### config.mk
export PLATFORM = sky130hd
export DESIGN_NAME = mac_array_wlu_pp_flat
export DESIGN_NICKNAME = d
export VERILOG_FILES = /design/src/rtl/mac_array_wlu_pp_pkg.sv /design/src/rtl/mac_array_wlu_pp_if.sv /design/src/rtl/mac_array_wlu_pp_bank_ctrl.sv /design/src/rtl/mac_array_wlu_pp.sv /design/src/flat_wrapper.sv
export SDC_FILE = /design/constraint.sdc
export NUM_CORES = 1
export LEC_CHECK = 0
export CAP_MARGIN = 0
export CORE_AREA = 5 5 260 262
export DETAILED_ROUTE_END_ITERATION = 10
export DIE_AREA = 0 0 265 267
export SYNTH_ARGS = -nofsm -noshare
export SYNTH_HDL_FRONTEND = slang
export SYNTH_HIERARCHICAL = 1
export SYNTH_SLANG_ARGS = --single-unit
### constraint.sdc
create_clock -name clk -period 3.75 [get_ports clk]
set_clock_uncertainty 0.15 [all_clocks]
set_input_delay 0.5625 -clock clk [delete_from_list [all_inputs] [get_ports clk]]
set_output_delay 0.5625 -clock clk [all_outputs]
set_load 0.02 [all_outputs]
### src/rtl/mac_array_wlu_pp_pkg.sv
// Shared constants and address-field helpers for the MAC array weight load unit.
package acc_pkg;

   localparam int ARRAY_NUM = 32;
   localparam int PE_GRP    = 4;
   localparam int DATA_W    = 32;
   localparam int KTAPS     = 9;
   localparam int GRP_W     = 3;
   localparam int CNT_W     = 16;
   localparam int ADDR_W    = 32;

   // Weight address field positions.
   localparam int MODE_BIT  = 31;
   localparam int TAP_LSB   = 6;
   localparam int TAP_W     = 4;
   localparam int ICH_LSB   = 0;
   localparam int ICH_W     = 4;

   typedef struct packed {
      logic             mode_1x1;
      logic [TAP_W-1:0] tap;
      logic [ICH_W-1:0] in_ch;
   } wl_fields_t;

   // Splits a weight address into its mode, tap and input-channel fields.
   function automatic wl_fields_t decode_fields(input logic [ADDR_W-1:0] addr);
      wl_fields_t f;
      f.mode_1x1 = addr[MODE_BIT];
      f.tap      = addr[TAP_LSB +: TAP_W];
      f.in_ch    = addr[ICH_LSB +: ICH_W];
      return f;
   endfunction

endpackage

### src/rtl/mac_array_wlu_pp_if.sv
// Weight word channel from the BIU: valid/ready handshake with address, data and last flag.
interface mac_array_wlu_pp_if #(
   parameter int DATA_W = acc_pkg::DATA_W
);
   logic                      wl_valid;
   logic                      wl_ready;
   logic [acc_pkg::ADDR_W-1:0] wl_addr;
   logic [DATA_W-1:0]         wl_data;
   logic                      wl_last;

   modport master (output wl_valid, output wl_addr, output wl_data, output wl_last, input wl_ready);
   modport slave  (input wl_valid, input wl_addr, input wl_data, input wl_last, output wl_ready);
endinterface

### src/rtl/mac_array_wlu_pp_bank_ctrl.sv
// Ping-pong bank bookkeeping: fill/compute pointers, full flags and release error.
module wlu_bank_ctrl (
   input  logic       clk,
   input  logic       rst,
   input  logic       accept,
   input  logic       last,
   input  logic       cmp_release,
   output logic       fill_bank,
   output logic       cmp_bank,
   output logic [1:0] full,
   output logic       wl_ready,
   output logic       cmp_valid,
   output logic       err_rel
);

   logic       fill_bank_r, fill_bank_nxt_s;
   logic       cmp_bank_r,  cmp_bank_nxt_s;
   logic [1:0] full_r,      full_nxt_s;
   logic       err_rel_r,   err_rel_nxt_s;

   // Next-state for pointers and full flags; fill and release always hit different banks.
   always_comb begin
      full_nxt_s      = full_r;
      fill_bank_nxt_s = fill_bank_r;
      cmp_bank_nxt_s  = cmp_bank_r;
      err_rel_nxt_s   = err_rel_r;
      if (accept && last) begin
         full_nxt_s[fill_bank_r] = 1'b1;
         fill_bank_nxt_s         = ~fill_bank_r;
      end else begin
         fill_bank_nxt_s = fill_bank_r;
      end
      if (cmp_release && full_r[cmp_bank_r]) begin
         full_nxt_s[cmp_bank_r] = 1'b0;
         cmp_bank_nxt_s         = ~cmp_bank_r;
      end else if (cmp_release) begin
         err_rel_nxt_s = 1'b1;
      end else begin
         cmp_bank_nxt_s = cmp_bank_r;
      end
   end

   // Bank state registers.
   always_ff @(posedge clk) begin
      if (rst) begin
         full_r      <= 2'b00;
         fill_bank_r <= 1'b0;
         cmp_bank_r  <= 1'b0;
         err_rel_r   <= 1'b0;
      end else begin
         full_r      <= full_nxt_s;
         fill_bank_r <= fill_bank_nxt_s;
         cmp_bank_r  <= cmp_bank_nxt_s;
         err_rel_r   <= err_rel_nxt_s;
      end
   end

   assign fill_bank = fill_bank_r;
   assign cmp_bank  = cmp_bank_r;
   assign full      = full_r;
   assign wl_ready  = ~full_r[fill_bank_r];
   assign cmp_valid = full_r[cmp_bank_r];
   assign err_rel   = err_rel_r;

endmodule

### src/rtl/mac_array_wlu_pp.sv
// Ping-pong weight load unit: decodes BIU weight words into per-group lanes and per-PE tap enables.
module mac_array_wlu_pp
   import acc_pkg::*;
#(
   parameter int ARRAY_NUM = acc_pkg::ARRAY_NUM,
   parameter int PE_GRP    = acc_pkg::PE_GRP,
   parameter int DATA_W    = acc_pkg::DATA_W,
   parameter int KTAPS     = acc_pkg::KTAPS,
   parameter int GRP_W     = acc_pkg::GRP_W,
   parameter int CNT_W     = acc_pkg::CNT_W
) (
   input  logic                                  clk,
   input  logic                                  rst,
   mac_array_wlu_pp_if.slave                     wl,
   output logic [(ARRAY_NUM/PE_GRP)*DATA_W-1:0]  weight_load,
   output logic [ARRAY_NUM*(KTAPS+1)-1:0]        weight_load_en,
   output logic [1:0]                            weight_load_sel,
   output logic                                  cmp_bank,
   output logic                                  cmp_valid,
   input  logic                                  cmp_release,
   output logic [CNT_W-1:0]                      wl_cnt,
   output logic [1:0]                            err
);

   localparam int NGRP = ARRAY_NUM / PE_GRP;
   localparam int EN_W = KTAPS + 1;

   logic                       wl_ready_s;
   logic                       accept_s;
   logic                       fill_bank_s;
   logic [1:0]                 full_s;
   logic                       err_rel_s;
   wl_fields_t                 fld_s;
   logic [GRP_W-1:0]           grp_s;
   logic                       bad_tap_s;
   logic [EN_W-1:0]            base_s;
   logic [NGRP*DATA_W-1:0]     ld_nxt_s;
   logic [ARRAY_NUM*EN_W-1:0]  en_nxt_s;

   logic [NGRP*DATA_W-1:0]     ld_r;
   logic [ARRAY_NUM*EN_W-1:0]  en_r;
   logic [1:0]                 sel_r;
   logic [CNT_W-1:0]           cnt_r;
   logic                       err_tap_r;

   wlu_bank_ctrl u_bank_ctrl (
      .clk         (clk),
      .rst         (rst),
      .accept      (accept_s),
      .last        (wl.wl_last),
      .cmp_release (cmp_release),
      .fill_bank   (fill_bank_s),
      .cmp_bank    (cmp_bank),
      .full        (full_s),
      .wl_ready    (wl_ready_s),
      .cmp_valid   (cmp_valid),
      .err_rel     (err_rel_s)
   );

   assign wl.wl_ready = wl_ready_s;
   assign accept_s    = wl.wl_valid & wl_ready_s;

   // Address decode: tap enable base per mode, bad taps produce an all-zero base.
   always_comb begin
      fld_s     = decode_fields(wl.wl_addr);
      grp_s     = wl.wl_addr[GRP_W-1:0];
      bad_tap_s = ~fld_s.mode_1x1 && (fld_s.tap >= TAP_W'(KTAPS));
      base_s    = '0;
      if (fld_s.mode_1x1) begin
         base_s[KTAPS] = 1'b1;
      end else if (!bad_tap_s) begin
         base_s = EN_W'(1) << fld_s.tap;
      end else begin
         base_s = '0;
      end
   end

   // Fan the accepted word out to its group lane and the PEs of that group.
   always_comb begin
      ld_nxt_s = '0;
      en_nxt_s = '0;
      for (int l = 0; l < NGRP; l++) begin
         if (accept_s && !bad_tap_s && (grp_s == GRP_W'(l))) begin
            ld_nxt_s[l*DATA_W +: DATA_W] = wl.wl_data;
         end else begin
            ld_nxt_s[l*DATA_W +: DATA_W] = '0;
         end
      end
      for (int p = 0; p < ARRAY_NUM; p++) begin
         if (accept_s && (grp_s == GRP_W'(p / PE_GRP))) begin
            en_nxt_s[p*EN_W +: EN_W] = base_s;
         end else begin
            en_nxt_s[p*EN_W +: EN_W] = '0;
         end
      end
   end

   // Registered decode outputs, word counter and bad-tap sticky error.
   always_ff @(posedge clk) begin
      if (rst) begin
         ld_r      <= '0;
         en_r      <= '0;
         sel_r     <= 2'b00;
         cnt_r     <= '0;
         err_tap_r <= 1'b0;
      end else begin
         ld_r <= ld_nxt_s;
         en_r <= en_nxt_s;
         if (accept_s) begin
            sel_r <= {fill_bank_s, fld_s.in_ch[3]};
            cnt_r <= wl.wl_last ? '0 : cnt_r + CNT_W'(1);
            if (bad_tap_s) begin
               err_tap_r <= 1'b1;
            end
         end
      end
   end

   assign weight_load     = ld_r;
   assign weight_load_en  = en_r;
   assign weight_load_sel = sel_r;
   assign wl_cnt          = cnt_r;
   assign err             = {err_rel_s, err_tap_r};

endmodule
### src/flat_wrapper.sv
// flat-port wrapper written by rule: the top's interface ports become plain ports
module mac_array_wlu_pp_flat import acc_pkg::*;
#(
   parameter int ARRAY_NUM = acc_pkg::ARRAY_NUM,
   parameter int PE_GRP    = acc_pkg::PE_GRP,
   parameter int DATA_W    = acc_pkg::DATA_W,
   parameter int KTAPS     = acc_pkg::KTAPS,
   parameter int GRP_W     = acc_pkg::GRP_W,
   parameter int CNT_W     = acc_pkg::CNT_W
)
  (clk, rst, weight_load, weight_load_en, weight_load_sel, cmp_bank, cmp_valid, cmp_release, wl_cnt, err, wl_wl_valid, wl_wl_addr, wl_wl_data, wl_wl_last, wl_wl_ready);
  mac_array_wlu_pp_if #(.DATA_W(DATA_W)) wl_i ();
  input  logic clk;
  input  logic rst;
  output logic [(ARRAY_NUM/PE_GRP)*DATA_W-1:0] weight_load;
  output logic [ARRAY_NUM*(KTAPS+1)-1:0] weight_load_en;
  output logic [1:0] weight_load_sel;
  output logic cmp_bank;
  output logic cmp_valid;
  input  logic cmp_release;
  output logic [CNT_W-1:0] wl_cnt;
  output logic [1:0] err;
  input wire logic [$bits(wl_i.wl_valid)-1:0] wl_wl_valid;
  input wire logic [$bits(wl_i.wl_addr)-1:0] wl_wl_addr;
  input wire logic [$bits(wl_i.wl_data)-1:0] wl_wl_data;
  input wire logic [$bits(wl_i.wl_last)-1:0] wl_wl_last;
  output wire logic [$bits(wl_i.wl_ready)-1:0] wl_wl_ready;
  assign wl_i.wl_valid = wl_wl_valid;
  assign wl_i.wl_addr = wl_wl_addr;
  assign wl_i.wl_data = wl_wl_data;
  assign wl_i.wl_last = wl_wl_last;
  assign wl_wl_ready = wl_i.wl_ready;
  mac_array_wlu_pp #(.ARRAY_NUM(ARRAY_NUM), .PE_GRP(PE_GRP), .DATA_W(DATA_W), .KTAPS(KTAPS), .GRP_W(GRP_W), .CNT_W(CNT_W)) u_core (.clk(clk), .rst(rst), .wl(wl_i), .weight_load(weight_load), .weight_load_en(weight_load_en), .weight_load_sel(weight_load_sel), .cmp_bank(cmp_bank), .cmp_valid(cmp_valid), .cmp_release(cmp_release), .wl_cnt(wl_cnt), .err(err));
endmodule
==> results.md <==
* Final setup viols at 0
* WP data required at a little over 3 ns
* Outcome: complete, no violations
* # DRC at 0
* Flops & latches, synth at 360
* Leading area contributor after synthesis: dfxtp_1
* Buffers added on ports at between 600 and 700
* Vias in the first global route at 8998
* Inst Count DP at roughly 2400
* Nets at 1619
* Filler Cells Inserted at a little under 7000
* Number of DRC markers in iteration 0 at about 400
* Hold Crit Class: register to register
* Max Cap Viol at 0
* Final period util at around four fifths
* Die width at around 270 µm
* Synth area leaders: dfxtp_1 63%, buf_4 16%, nor2_1 11%
* CTS clock-pin slew for the worst setup and hold paths at about 0.060 ns
* Post-synth cell types at between 40 and 50
* CTS tree: done
* Initial Util at 17.51%
* Peak supply drop at between 0.3 and 0.4 mV
* Pleak at ~6.7 nW
* Ports at roughly 670
* Post-Layout Cell Count at about 2400
* Number of synthesized flops with an enable pin at 0
* Final setup margin at 0.8031 ns
* PwrDens at roughly 430 nW/µm²
* Clock Tree Buf Depth at 3
* Total number of vias at roughly 8700
* Via/cell ratio at ~3.5
* Highest clock rate at 339.3 MHz
* Routed len/inst at approximately 18 µm
* Max-slew violations at 0
* Tmin final at 2.947 ns
* Synth Cell Area at 11410 µm²
* Worst slew pin tran at approximately 0.67 ns
* TritonRoute pass-1 iters at 4
* WS Path Type: register to primary output
* Setup repair bufs after CTS at 0
* Layout Utilization at between 20% and 30%
* DIE HEIGHT at 267 µm
* CTS H-Tree Depth at 2
* Startpoint Class: register
* Ys async rst share at 0%
* Total die area at 70760 µm²
* FP Rows at 94
* GRT overflow at 0
* Final setup TNS at 0 ns
* Clock Latency Late Sink at between 0.5 and 0.6 ns
* Core Area at 65160 µm²
* Critical path cell sequence: mux2i_1 -> clkdlybuf4s50_1
* Gpl congestion at between 0.8 and 0.9
* Final hold vios at 0
* Element type at the critical path end: primary output
* Gate Count Post-Synth at approximately 1100
* Top-area cell type share of the netlist area at a little over three fifths
* Routed WL at 44.98 mm
* Slowest cell on crit path: clkdlybuf4s50_1
* Crit-path max FO at 6
* CTS resizes at 0
* CP Data Arrival Time at between 2 and 2.5 ns
* CP peak stage delay at 0.73 ns
* Num CTS Buffers at 39
* Ratio of cells with drive above 1 in the final layout at around 5.8%
* Net Count, Synth at 1200
* Largest net degree at the start of global routing at 32
* Layout area overhead at 61.11%
* Seq/Total Area, Yosys at between 60% and 70%
* RSZ-0062 raised after global routing: no
* CTS Sinks at 360
* Post-route ant nets at 0
* Dpl hpwl at around 34 mm
* Root Driver: clkbuf_16
* Slew headroom at a little under three fifths
* Yosys warnings at 6
* Total track usage at 11.93%
* Cts-stage hold buffer count at 0
* Synthesized area per cell at ~10 µm²
* Dpl ws at ~0.73 ns
* Global-route wire length before repair at around 63 mm
* Main synth FF type: dfxtp_1
* Initial antenna violation count at 3
## through the flow
stage	power (W)	hold WS, ns	cell area, µm²
2_1_floorplan	0.004121	0.3151	11410
6_report	0.007927	0.3075	18380
5_1_grt	0.008246	0.3498	18380
3_3_place_gp	0.004317	0.2943	17140
3_5_place_dp	0.004324	0.3005	17140
4_1_cts	0.008063	0.3088	18380
## synth_stat cells, types with 2 or more instances
cell type / count
a21oi_1: 8
and2_1: 33
and3_1: 4
and3b_1: 2
buf_1: 4
buf_2: 7
buf_4: 245
clkbuf_1: 27
dfxtp_1: 360
inv_1: 3
nand2_1: 53
nand3_1: 5
nand3b_1: 4
nand4_1: 6
nand4b_1: 2
nor2_1: 320
nor2b_1: 2
nor3_1: 5
nor3b_1: 3
nor4_1: 2
o21ai_0: 3
or3_1: 3
xnor2_1: 6
xor2_1: 5
## routing by layer
metal	wire (µm)	vias to the layer above	track usage, %
met5	13	-	0
met4	1687	2	4.727
met3	4361	92	4.452
met2	22680	474	21.34
met1	16240	4010	12.76
li1	-	4077	-
## critical path, delay by kind of cell (launching register included)
| kind | cells | cell delay, ns |
|---|---|---|
| buffers and inverters | 1 | 0.73 |
| muxes | 1 | 0.57 |
| DFF | 1 | 0.39 |
## state kept, by name (all words and copies together), names as in the netlist
name	count
u_core/weight_load	256
u_core/weight_load_en	80
u_core/wl_cnt	16
u_core/u_bank_ctrl/full	2
u_core/weight_load_sel	2
u_core/err_tap_r	1
u_core/u_bank_ctrl/cmp_bank	1
u_core/u_bank_ctrl/err_rel	1
u_core/u_bank_ctrl/fill_bank	1
## cell families (layout without fill, tap and decap cells)
logic type / count (synthesis) / in the layout / synth area share (%)
buffers and inverters: 288 / 733 / 17.61
AOI/OAI and AO/OA: 20 / 20 / 1.415
and+or+nand+nor: 448 / 448 / 16.64
DFF: 360 / 360 / 63.16
adders and majority gates: 1 / 1 / 0.1096
muxes: 2 / 2 / 0.2193
other: 0 / 1 / 0
xor gates and xnor gates: 11 / 11 / 0.8443
## path summary, 6_finish.rpt
check | start | to | slack [ns] | depth (start not counted)
worst min-delay path | u_core/weight_load_sel[0] | u_core/weight_load_sel[0] | 0.31 | 2
worst max-delay path | u_core/u_bank_ctrl/fill_bank | wl_wl_ready | 0.80 | 2
worst min register to register | u_core/weight_load_sel[0] | u_core/weight_load_sel[0] | 0.31 | 2
worst max register to register | u_core/u_bank_ctrl/fill_bank | u_core/wl_cnt[15] | 1.16 | 6
## placed cells by master (no fill, tap or decap), drive strengths merged, types with 6 or more instances in the layout
master         synthesis  final
clkdlybuf4s50          0    644
a21oi                  8      8
nand2                 53     53
and2                  33     33
xnor2                  6      6
nand4                  6      6
dfxtp                360    360
buf                  256     17
clkbuf                27     58
nor2                 320    320
clkinv                 1      8
## final cells by class
type | instances | area, µm² | share of cell area [%]
Tap cell | 864 | 1081 | 5.880
Multi-Input combinational cell | 482 | 2212 | 12.03
Clock buffer | 58 | 1169 | 6.357
Antenna cell | 1 | 2.502 | 0.01361
Sequential cell | 360 | 7207 | 39.20
Clock inverter | 9 | 70.07 | 0.3811
Inverter | 5 | 18.77 | 0.1021
Timing Repair Buffer | 661 | 6624 | 36.03
## power by group
group / switching (W) / internal, W
clock network: 0.00154 / 0.00216
logic: 0.000223 / 0.000139
registers: 0.0000146 / 0.00386
Note: power is estimated with default switching activity, not from simulation.
